==> src/rtl/id_ex_operand_stage.sv <==
// ID/EX pipeline register feeding the ALU: latches decoded fields, forwards
// EX/MEM and MEM/WB results into the operands, and inserts load-use bubbles.

module id_ex_fwd_mux #(
    parameter int DATA_WIDTH     = 32,
    parameter int REG_ADDR_WIDTH = 5
) (
    input  logic [REG_ADDR_WIDTH-1:0] addr_q,
    input  logic [DATA_WIDTH-1:0]     data_q,
    input  logic                      exmem_reg_write,
    input  logic [REG_ADDR_WIDTH-1:0] exmem_write_reg,
    input  logic [DATA_WIDTH-1:0]     exmem_result,
    input  logic                      memwb_reg_write,
    input  logic [REG_ADDR_WIDTH-1:0] memwb_write_reg,
    input  logic [DATA_WIDTH-1:0]     memwb_data,
    output logic [DATA_WIDTH-1:0]     y
);
    logic hit_exmem, hit_memwb;

    // Register 0 is hardwired, so a write to it is never a forwarding source.
    assign hit_exmem = exmem_reg_write && (exmem_write_reg != '0) && (exmem_write_reg == addr_q);
    assign hit_memwb = memwb_reg_write && (memwb_write_reg != '0) && (memwb_write_reg == addr_q);

    always_comb begin
        y = data_q;
        if (hit_exmem)      y = exmem_result;
        else if (hit_memwb) y = memwb_data;
    end
endmodule

module id_ex_operand_stage #(
    parameter int DATA_WIDTH     = 32,
    parameter int REG_ADDR_WIDTH = 5,
    parameter int ALU_OP_WIDTH   = 4
) (
    input  logic                      clk,
    input  logic                      reset,
    input  logic [REG_ADDR_WIDTH-1:0] id_rs_addr,
    input  logic [REG_ADDR_WIDTH-1:0] id_rt_addr,
    input  logic [DATA_WIDTH-1:0]     id_rs_data,
    input  logic [DATA_WIDTH-1:0]     id_rt_data,
    input  logic [DATA_WIDTH-1:0]     id_imm,
    input  logic [4:0]                id_shamt,
    input  logic [ALU_OP_WIDTH-1:0]   id_alu_op,
    input  logic                      id_alu_src,
    input  logic [REG_ADDR_WIDTH-1:0] id_write_reg,
    input  logic [3:0]                id_ctrl,
    input  logic                      flush,
    input  logic                      stall,
    input  logic                      exmem_reg_write,
    input  logic [REG_ADDR_WIDTH-1:0] exmem_write_reg,
    input  logic [DATA_WIDTH-1:0]     exmem_result,
    input  logic                      memwb_reg_write,
    input  logic [REG_ADDR_WIDTH-1:0] memwb_write_reg,
    input  logic [DATA_WIDTH-1:0]     memwb_data,
    output logic [ALU_OP_WIDTH-1:0]   ALUOperation,
    output logic [DATA_WIDTH-1:0]     A,
    output logic [DATA_WIDTH-1:0]     B,
    output logic [4:0]                shamt,
    output logic [DATA_WIDTH-1:0]     ex_store_data,
    output logic [REG_ADDR_WIDTH-1:0] ex_write_reg,
    output logic [3:0]                ex_ctrl,
    output logic                      hazard_stall
);
    typedef struct packed {
        logic [1:0][REG_ADDR_WIDTH-1:0] src_addr;   // [0] = rs, [1] = rt
        logic [1:0][DATA_WIDTH-1:0]     src_data;
        logic [DATA_WIDTH-1:0]          imm;
        logic [4:0]                     shamt;
        logic [ALU_OP_WIDTH-1:0]        alu_op;
        logic                           alu_src;
        logic [REG_ADDR_WIDTH-1:0]      write_reg;
        logic [3:0]                     ctrl;       // {reg_write, mem_read, mem_write, mem_to_reg}
    } ex_regs_t;

    ex_regs_t                   id_d, ex_q;
    logic [1:0][DATA_WIDTH-1:0] fwd;

    always_comb begin
        id_d.src_addr  = {id_rt_addr, id_rs_addr};
        id_d.src_data  = {id_rt_data, id_rs_data};
        id_d.imm       = id_imm;
        id_d.shamt     = id_shamt;
        id_d.alu_op    = id_alu_op;
        id_d.alu_src   = id_alu_src;
        id_d.write_reg = id_write_reg;
        id_d.ctrl      = id_ctrl;
    end

    // Load in EX whose destination is read by the instruction in ID.
    assign hazard_stall = ex_q.ctrl[2] && (ex_q.write_reg != '0) &&
                          ((ex_q.write_reg == id_rs_addr) || (ex_q.write_reg == id_rt_addr));

    // A bubble is the all-zero record: no write, no forward, AND op.
    always_ff @(posedge clk) begin
        if (!reset)
            ex_q <= '0;
        else if (flush)
            ex_q <= '0;
        else if (!stall) begin
            if (hazard_stall) ex_q <= '0;
            else              ex_q <= id_d;
        end
    end

    for (genvar i = 0; i < 2; i++) begin : g_fwd
        id_ex_fwd_mux #(
            .DATA_WIDTH     (DATA_WIDTH),
            .REG_ADDR_WIDTH (REG_ADDR_WIDTH)
        ) u_fwd (
            .addr_q          (ex_q.src_addr[i]),
            .data_q          (ex_q.src_data[i]),
            .exmem_reg_write (exmem_reg_write),
            .exmem_write_reg (exmem_write_reg),
            .exmem_result    (exmem_result),
            .memwb_reg_write (memwb_reg_write),
            .memwb_write_reg (memwb_write_reg),
            .memwb_data      (memwb_data),
            .y               (fwd[i])
        );
    end

    assign A             = fwd[0];
    assign ex_store_data = fwd[1];
    assign B             = ex_q.alu_src ? ex_q.imm : fwd[1];
    assign ALUOperation  = ex_q.alu_op;
    assign shamt         = ex_q.shamt;
    assign ex_write_reg  = ex_q.write_reg;
    assign ex_ctrl       = ex_q.ctrl;
endmodule

==> config.mk <==
export PLATFORM = sky130hd
export DESIGN_NAME = id_ex_operand_stage
export DESIGN_NICKNAME = d
export VERILOG_FILES = /design/src/rtl/id_ex_operand_stage.sv
export SDC_FILE = /design/constraint.sdc
export NUM_CORES = 1
export LEC_CHECK = 0
export BUFFER_PORTS_ARGS = -buffer_cell sky130_fd_sc_hd__buf_2
export CORE_ASPECT_RATIO = 0.7
export CORE_MARGIN = 8
export CORE_UTILIZATION = 46
export DETAILED_ROUTE_END_ITERATION = 16
export PLACE_DENSITY_LB_ADDON = 0.1
export SLEW_MARGIN = 30
export SYNTH_ARGS = -nofsm -noshare
export SYNTH_HDL_FRONTEND = slang
export SYNTH_SLANG_ARGS = --single-unit
==> constraint.sdc <==
create_clock -name clk -period 2.98 [get_ports clk]
set_input_delay 0.149 -clock clk [delete_from_list [all_inputs] [get_ports clk]]
set_output_delay 0.149 -clock clk [all_outputs]
set_load 0.05 [all_outputs]
==> flow_summary.ini, run 1 <==
[power]
p_leak_nw = 4.330
clock_power_share_pct = 44.6
p_per_area_mw_per_mm2 = 514.7
p_total_w = 0.004966
pwr-share-comb_pct = 19.8
p_int_w = 0.003541
p_seq_share_pct = 35.6
swShare_pct = 28.70
p_sw_w = 0.001425
peakVddDrop_mv = 0.4479

[worst_setup_path]
path_class = flop to output pin
r2r_slack_ps = 620
r2r-start = ex_write_reg[4]
r2r_cells = 5
critPathCapture = B[16]
cp.required_ps = 2830
crit_path_end_kind = output pin
r2r-end = ex_q[112]
cp_max_fo = 19
cp-startpoint = ex_q[124]
arrival_ps = 2570
startpoint_type = flop

[run_status]
outcome = finished, final reports clean

[layout]
fill_cells = 982
largest_reg_flops = 107
areaGrowthSynthToFinish_pct = 56.22
final_cells = 1249
fin_util_pct = 73.44
final_layout_size_suffix_gt1_share_pct = 34.48
final_nets = 1271

[global_routing]
overflow = 0
grt_max_degree = 74
grt_pass1_wl_mm = 38.52
grt_pass1_vias = 7197
antenna_found_initial = 3
grtUsageTotal_pct = 27.27
globalRouteMet2Util_pct = 46.18
grtUsageMet3_pct = 8.530
top_usage_layer = met2
grt_use_met1_pct = 32.08

[drt]
drt_iter0_markers = 400
vias = 6910
wl_per_cell_um = 19.63
wirelength_mm = 24.52
drtAntennaViolNets = 0
via_per_inst = 5.532
drc_errors = 0
first_pass_iters = 7

[synth]
synth-xor-area-share_pct = 4.254
synth-adder-area-share_pct = 0
yosys.area_share.simple_pct = 8.246
yosysSeqAreaShare_pct = 40.52
synth_compound_area_share_pct = 28.46
yosys_warnings = 0
synth_nets = 878
synth.top_cell.area_share_pct = 40.52
synth_top_family_by_area = compound AO/OA/AOI/OAI gates
synth_area_leaders = dfxtp_1 41%, a22o_1 18%, mux2i_1 10%
syn_area_sq_mm = 0.006176
syn_inst = 673
syn_area_per_cell_sq_um = 9.177
synthMuxAreaShare_pct = 10.37
yosysTopAreaCell = dfxtp_1
ys_types = 25
ys_ff_latch = 125

[timing]
period_share_pct = 91.14
setup_tns_ps = 0
fin_skew_ps = 10.95
hold_viol = 0
worst_slew_pin_slew_ps = 800.4
finalSetupViolations = 0
fin_crit_ps = 2716
fin_hold_ws_ps = 19.48
rsz0062_at_grt = false
maxSlewViolCount = 0
maxSlewHeadroom_pct = 46.64
max_clock_freq_mhz = 368.2

[clock_network]
cts_sinks = 125
numCtsBuffers = 17
htree_levels = 4
cts_tree = built
post_cts_resized = 0
cts_setup_buffers = 0
clk_pin_slew_ps = 60
cts-root-buf = clkbuf_16
cts.path.max_buffers = 2
clkLatencyLatePin_ps = 400

[placed_design]
routabilityCongestion = 0.8987
dp_cells = 1092
numPortBuffers = 319
dp_hpwl_mm = 17.37

[die]
fp-row-count = 35
die_area_sq_mm = 0.01745
core_area_sq_mm = 0.01314
start_util_pct = 47.01
die_h_um = 112.9
die_w_um = 154.5
io_pins = 320

[hold_path]
hold_path.startpoint = id_rt_addr[3]
hp-class = input port to flop

[run]
maxCapViolations = 0
-- worst min-delay path by stage --
| stage | cells after the start | slack (ps) | to |
|---|---|---|---|
| after floorplan | 1 | 280 | ex_q[64] |
| after global placement | 2 | 370 | ex_write_reg[3] |
| after detailed placement | 2 | 370 | ex_q[54] |
| after CTS | 2 | 2 | ex_q[118] |
| after global routing | 2 | 8 | ex_q[123] |
| final | 2 | 20 | ex_q[123] |
-- layout make-up --
type | instances | area (sq um) | share of cell area (%)
inverter | 33 | 123.9 | 1.284
sequential | 125 | 2504 | 25.95
clock inverter | 13 | 188.9 | 1.958
timing repair buffer | 454 | 2963 | 30.71
multi-input combinational | 435 | 3208 | 33.25
antenna | 4 | 10.01 | 0.1037
clock buffer | 19 | 442.9 | 4.591
tap | 166 | 207.7 | 2.153
-- synth_stat cells --
cell / instances
or4_1: 3
buf_2: 9
a2111oi_4: 1
a22o_1: 125
a221oi_1: 32
inv_1: 33
nand3_1: 3
nor3_1: 36
buf_4: 18
o22ai_1: 1
buf_1: 3
and2_1: 1
mux2i_1: 64
and4_1: 3
nor2_1: 33
o21a_1: 3
nor3b_1: 1
xnor2_1: 16
a21oi_1: 32
xor2_1: 14
o21ai_0: 32
a31oi_1: 1
dfxtp_1: 125
clkbuf_1: 50
nand2_1: 34
-- what timing repair did --
item	CTS	global route
endpoints found under the setup margin	0	0
hold endpoints to repair	119	2
hold buffers	119	2
-- worst max-delay path, stage by stage, from the launching register on --
cell      delay [ps]
dfxtp_1          350
xor2_1           180
nor3_1           180
and4_2           260
buf_4            340
mux2i_1          170
a221oi_1         330
buf_2            330
-- kinds of logic after synthesis --
| group | after synthesis |
|---|---|
| flip-flops | 125 |
| multiplexers | 64 |
| buffers and inverters | 113 |
| AND/OR/NAND/NOR | 114 |
| AO/OA/AOI/OAI | 227 |
| XOR/XNOR | 30 |
-- cells in the final DEF (no fill, tap or decap), types with 2 or more instances in the layout --
| cell type | netlist | final |
|---|---|---|
| buf_2 | 9 | 319 |
| a22o_1 | 125 | 125 |
| dfxtp_1 | 125 | 124 |
| dlygate4sd3_1 | 0 | 121 |
| mux2i_1 | 64 | 64 |
| nor3_1 | 36 | 36 |
| nand2_1 | 34 | 34 |
| nor2_1 | 33 | 33 |
| inv_1 | 33 | 33 |
| a21oi_1 | 32 | 32 |
| o21ai_0 | 32 | 32 |
| a221oi_1 | 32 | 32 |
| clkbuf_16 | 0 | 17 |
| xnor2_1 | 16 | 16 |
| xor2_1 | 14 | 14 |
| buf_4 | 18 | 10 |
| diode_2 | 0 | 4 |
| bufinv_16 | 0 | 4 |
| buf_12 | 0 | 4 |
| or4_1 | 3 | 3 |
| o21a_1 | 3 | 3 |
| clkinv_4 | 0 | 3 |
| and4_2 | 0 | 2 |
| nand3_1 | 3 | 2 |
| inv_6 | 0 | 2 |
| clkinvlp_4 | 0 | 2 |
| clkinv_2 | 0 | 2 |
-- through the flow --
step | area [sq um] | setup slack (ps)
2_1_floorplan | 6176 | 101.0
4_1_cts | 9618 | 255.5
6_report | 9648 | 264.0
3_3_place_gp | 7794 | 470.8
5_1_grt | 9646 | 101.8
3_5_place_dp | 7795 | 482.3
-- power by group through the flow --
stage                     logic [W]  clock network (W)  registers, W
after detailed placement   0.000846                  0       0.00180
final                      0.000986            0.00221       0.00177
after floorplan            0.000546                  0       0.00179
after global routing        0.00104            0.00232       0.00177
after global placement     0.000839                  0       0.00180
after CTS                  0.000976            0.00224       0.00177
-- per-layer routing --
| layer | vias to the layer above | share of wire, % |
|---|---|---|
| met1 | 3235 | 41 |
| met3 | 45 | 8.9 |
| met4 | 0 | 2.3 |
| li1 | 3272 | - |
| met5 | - | 0 |
| met2 | 358 | 48 |
No activity file was read; power rests on OpenSTA's default activity.
==> run 2: changes to the inputs <==
--- a/config.mk
+++ b/config.mk
@@ -8,7 +8,7 @@
 export BUFFER_PORTS_ARGS = -buffer_cell sky130_fd_sc_hd__buf_2
 export CORE_ASPECT_RATIO = 0.7
 export CORE_MARGIN = 8
-export CORE_UTILIZATION = 46
+export CORE_UTILIZATION = 35
 export DETAILED_ROUTE_END_ITERATION = 16
 export PLACE_DENSITY_LB_ADDON = 0.1
 export SLEW_MARGIN = 30
==> run 2 against run 1 <==
Fmax shrank 0.87%. Final cell count grew 5.4%. Largest power group unchanged. Sequential power is essentially flat.
==> flow_summary.ini, run 2 (synthesized netlist as in run 1, its figures left out) <==
[global_routing]
overflow = 0
antenna_found_initial = 0
grt_pass1_wl_mm = 37.85
grt_pass1_vias = 6878
grtUsageTotal_pct = 21.03
grt_max_degree = 105

[timing]
fin_ws_ps = 240.3
fin_skew_ps = 10.75
period_share_pct = 91.94
maxSlewViolCount = 0
rsz0062_at_grt = false
finalSetupViolations = 0
fin_crit_ps = 2740
max_clock_freq_mhz = 365.0
setup_tns_ps = 0
worst_slew_pin_slew_ps = 560.2
maxSlewHeadroom_pct = 62.65
fin_hold_ws_ps = 387.6
hold_viol = 0

[die]
core_area_sq_mm = 0.01722
die_area_sq_mm = 0.02222
start_util_pct = 35.87
io_pins = 320
die_h_um = 127.1
die_w_um = 174.8
fp-row-count = 40

[power]
p_per_area_mw_per_mm2 = 494.3
p_leak_nw = 4.354
peakVddDrop_mv = 0.3364

[worst_setup_path]
cp_max_fo = 13
r2r_cells = 5
slowest_delay_ps = 450
cp_slowest_cell = and4_4
crit_chain = xor2_1, nor3_1, and4_4, buf_4, mux2i_1, a221oi_1, buf_2
startpoint_type = flop
r2r-start = ex_write_reg[4]
r2r-end = ex_q[44]
cp.required_ps = 2830
arrival_ps = 2590
r2r_slack_ps = 700
critPathBufInv = 2
path_class = flop to output pin
cp_top_family = simple AND/OR/NAND/NOR gates
crit_path_end_kind = output pin

[clock_network]
cts-root-buf = clkbuf_16
clk_pin_slew_ps = 60
clkLatencyLatePin_ps = 410
cts_tree = built
htree_levels = 4
numCtsBuffers = 17
cts.path.max_buffers = 2
cts_setup_buffers = 0
cts_sinks = 125

[layout]
largest_reg_flops = 107
final_nets = 1278
areaGrowthSynthToFinish_pct = 58.83
fin_util_pct = 56.98
final_layout_size_suffix_gt1_share_pct = 34.53
layout.cells.most_common = buf_2
final_cell_mix = 319 x buf_2, 125 x a22o_1, 125 x dlygate4sd3_1
antenna_cells = 0

[hold_path]
hold_path.startpoint = flush
holdPathStages = 4
hp-class = input port to flop
holdPathEnd = ex_write_reg[2]

[placed_design]
dp_hpwl_mm = 17.66
numPortBuffers = 319
routabilityCongestion = 0.8175
pre_cts_ws_ps = 464.0

[drt]
wirelength_mm = 24.62
vias = 6597
via_per_inst = 5.009
wl_per_cell_um = 18.70
drc_errors = 0
drt_iter0_markers = 391
first_pass_iters = 5
drtAntennaViolNets = 0

[run_status]
outcome = finished, final reports clean

[run]
maxCapViolations = 0
==> run 2: metal layers <==
layer	vias up	share of wire [%]	track usage (%)	wire length, um
met3	22	7.0	6.445	1719
met5	-	0	0	0
li1	3272	-	-	-
met4	0	1.5	6.312	363
met1	3061	46	26.52	11210
met2	242	46	34.07	11330
==> run 2: how the worst max path moves through the flow <==
stage                     cells after the start                from  slack [ps]  endpoint
final                                         7           ex_q[122]         240     B[17]
after global routing                          7           ex_q[122]         100     B[17]
after CTS                                     7           ex_q[122]          80     B[17]
after detailed placement                      8  memwb_write_reg[4]         460     B[27]
after global placement                        8  memwb_write_reg[4]         460     B[15]
after floorplan                               7  memwb_write_reg[4]         100     B[10]
==> run 2: where the power goes <==
group	switching (W)	total [W]	leakage, nW	internal [W]
Sequential	0.0000402	0.00177	1.02	0.00173
Clock	0.000774	0.00209	0.280	0.00132
Combinational	0.000597	0.000990	3.05	0.000392
==> run 2: through the flow <==
step	total power (W)	std cells	cell area, sq um
finish	0.004848	1317	9809
global route	0.005032	1317	9809
CTS	0.004890	1317	9808
detailed placement	0.002658	1160	7960
global placement	0.002660	1160	7960
floorplan	0.002335	673	6176
==> run 2: tightest hold or removal path: stages <==
cell and delay [ps]:
buf_2 120, nor3b_2 70, buf_4 220, a22o_1 190
==> run 2: layout make-up <==
cell class / count / area (sq um)
Clock inverter: 10 / 112.6
Multi-Input combinational cell: 435 / 3208
Clock buffer: 22 / 484.2
Sequential cell: 125 / 2504
Inverter: 33 / 123.9
Fill cell: 1597 / 7407
Timing Repair Buffer: 461 / 3088
Tap cell: 231 / 289.0
==> run 2: what timing repair did <==
item	in CTS	in global routing
hold buffers	125	0
setup endpoints to repair	0	1
resized for setup	0	1
endpoints found under the hold margin	125	0
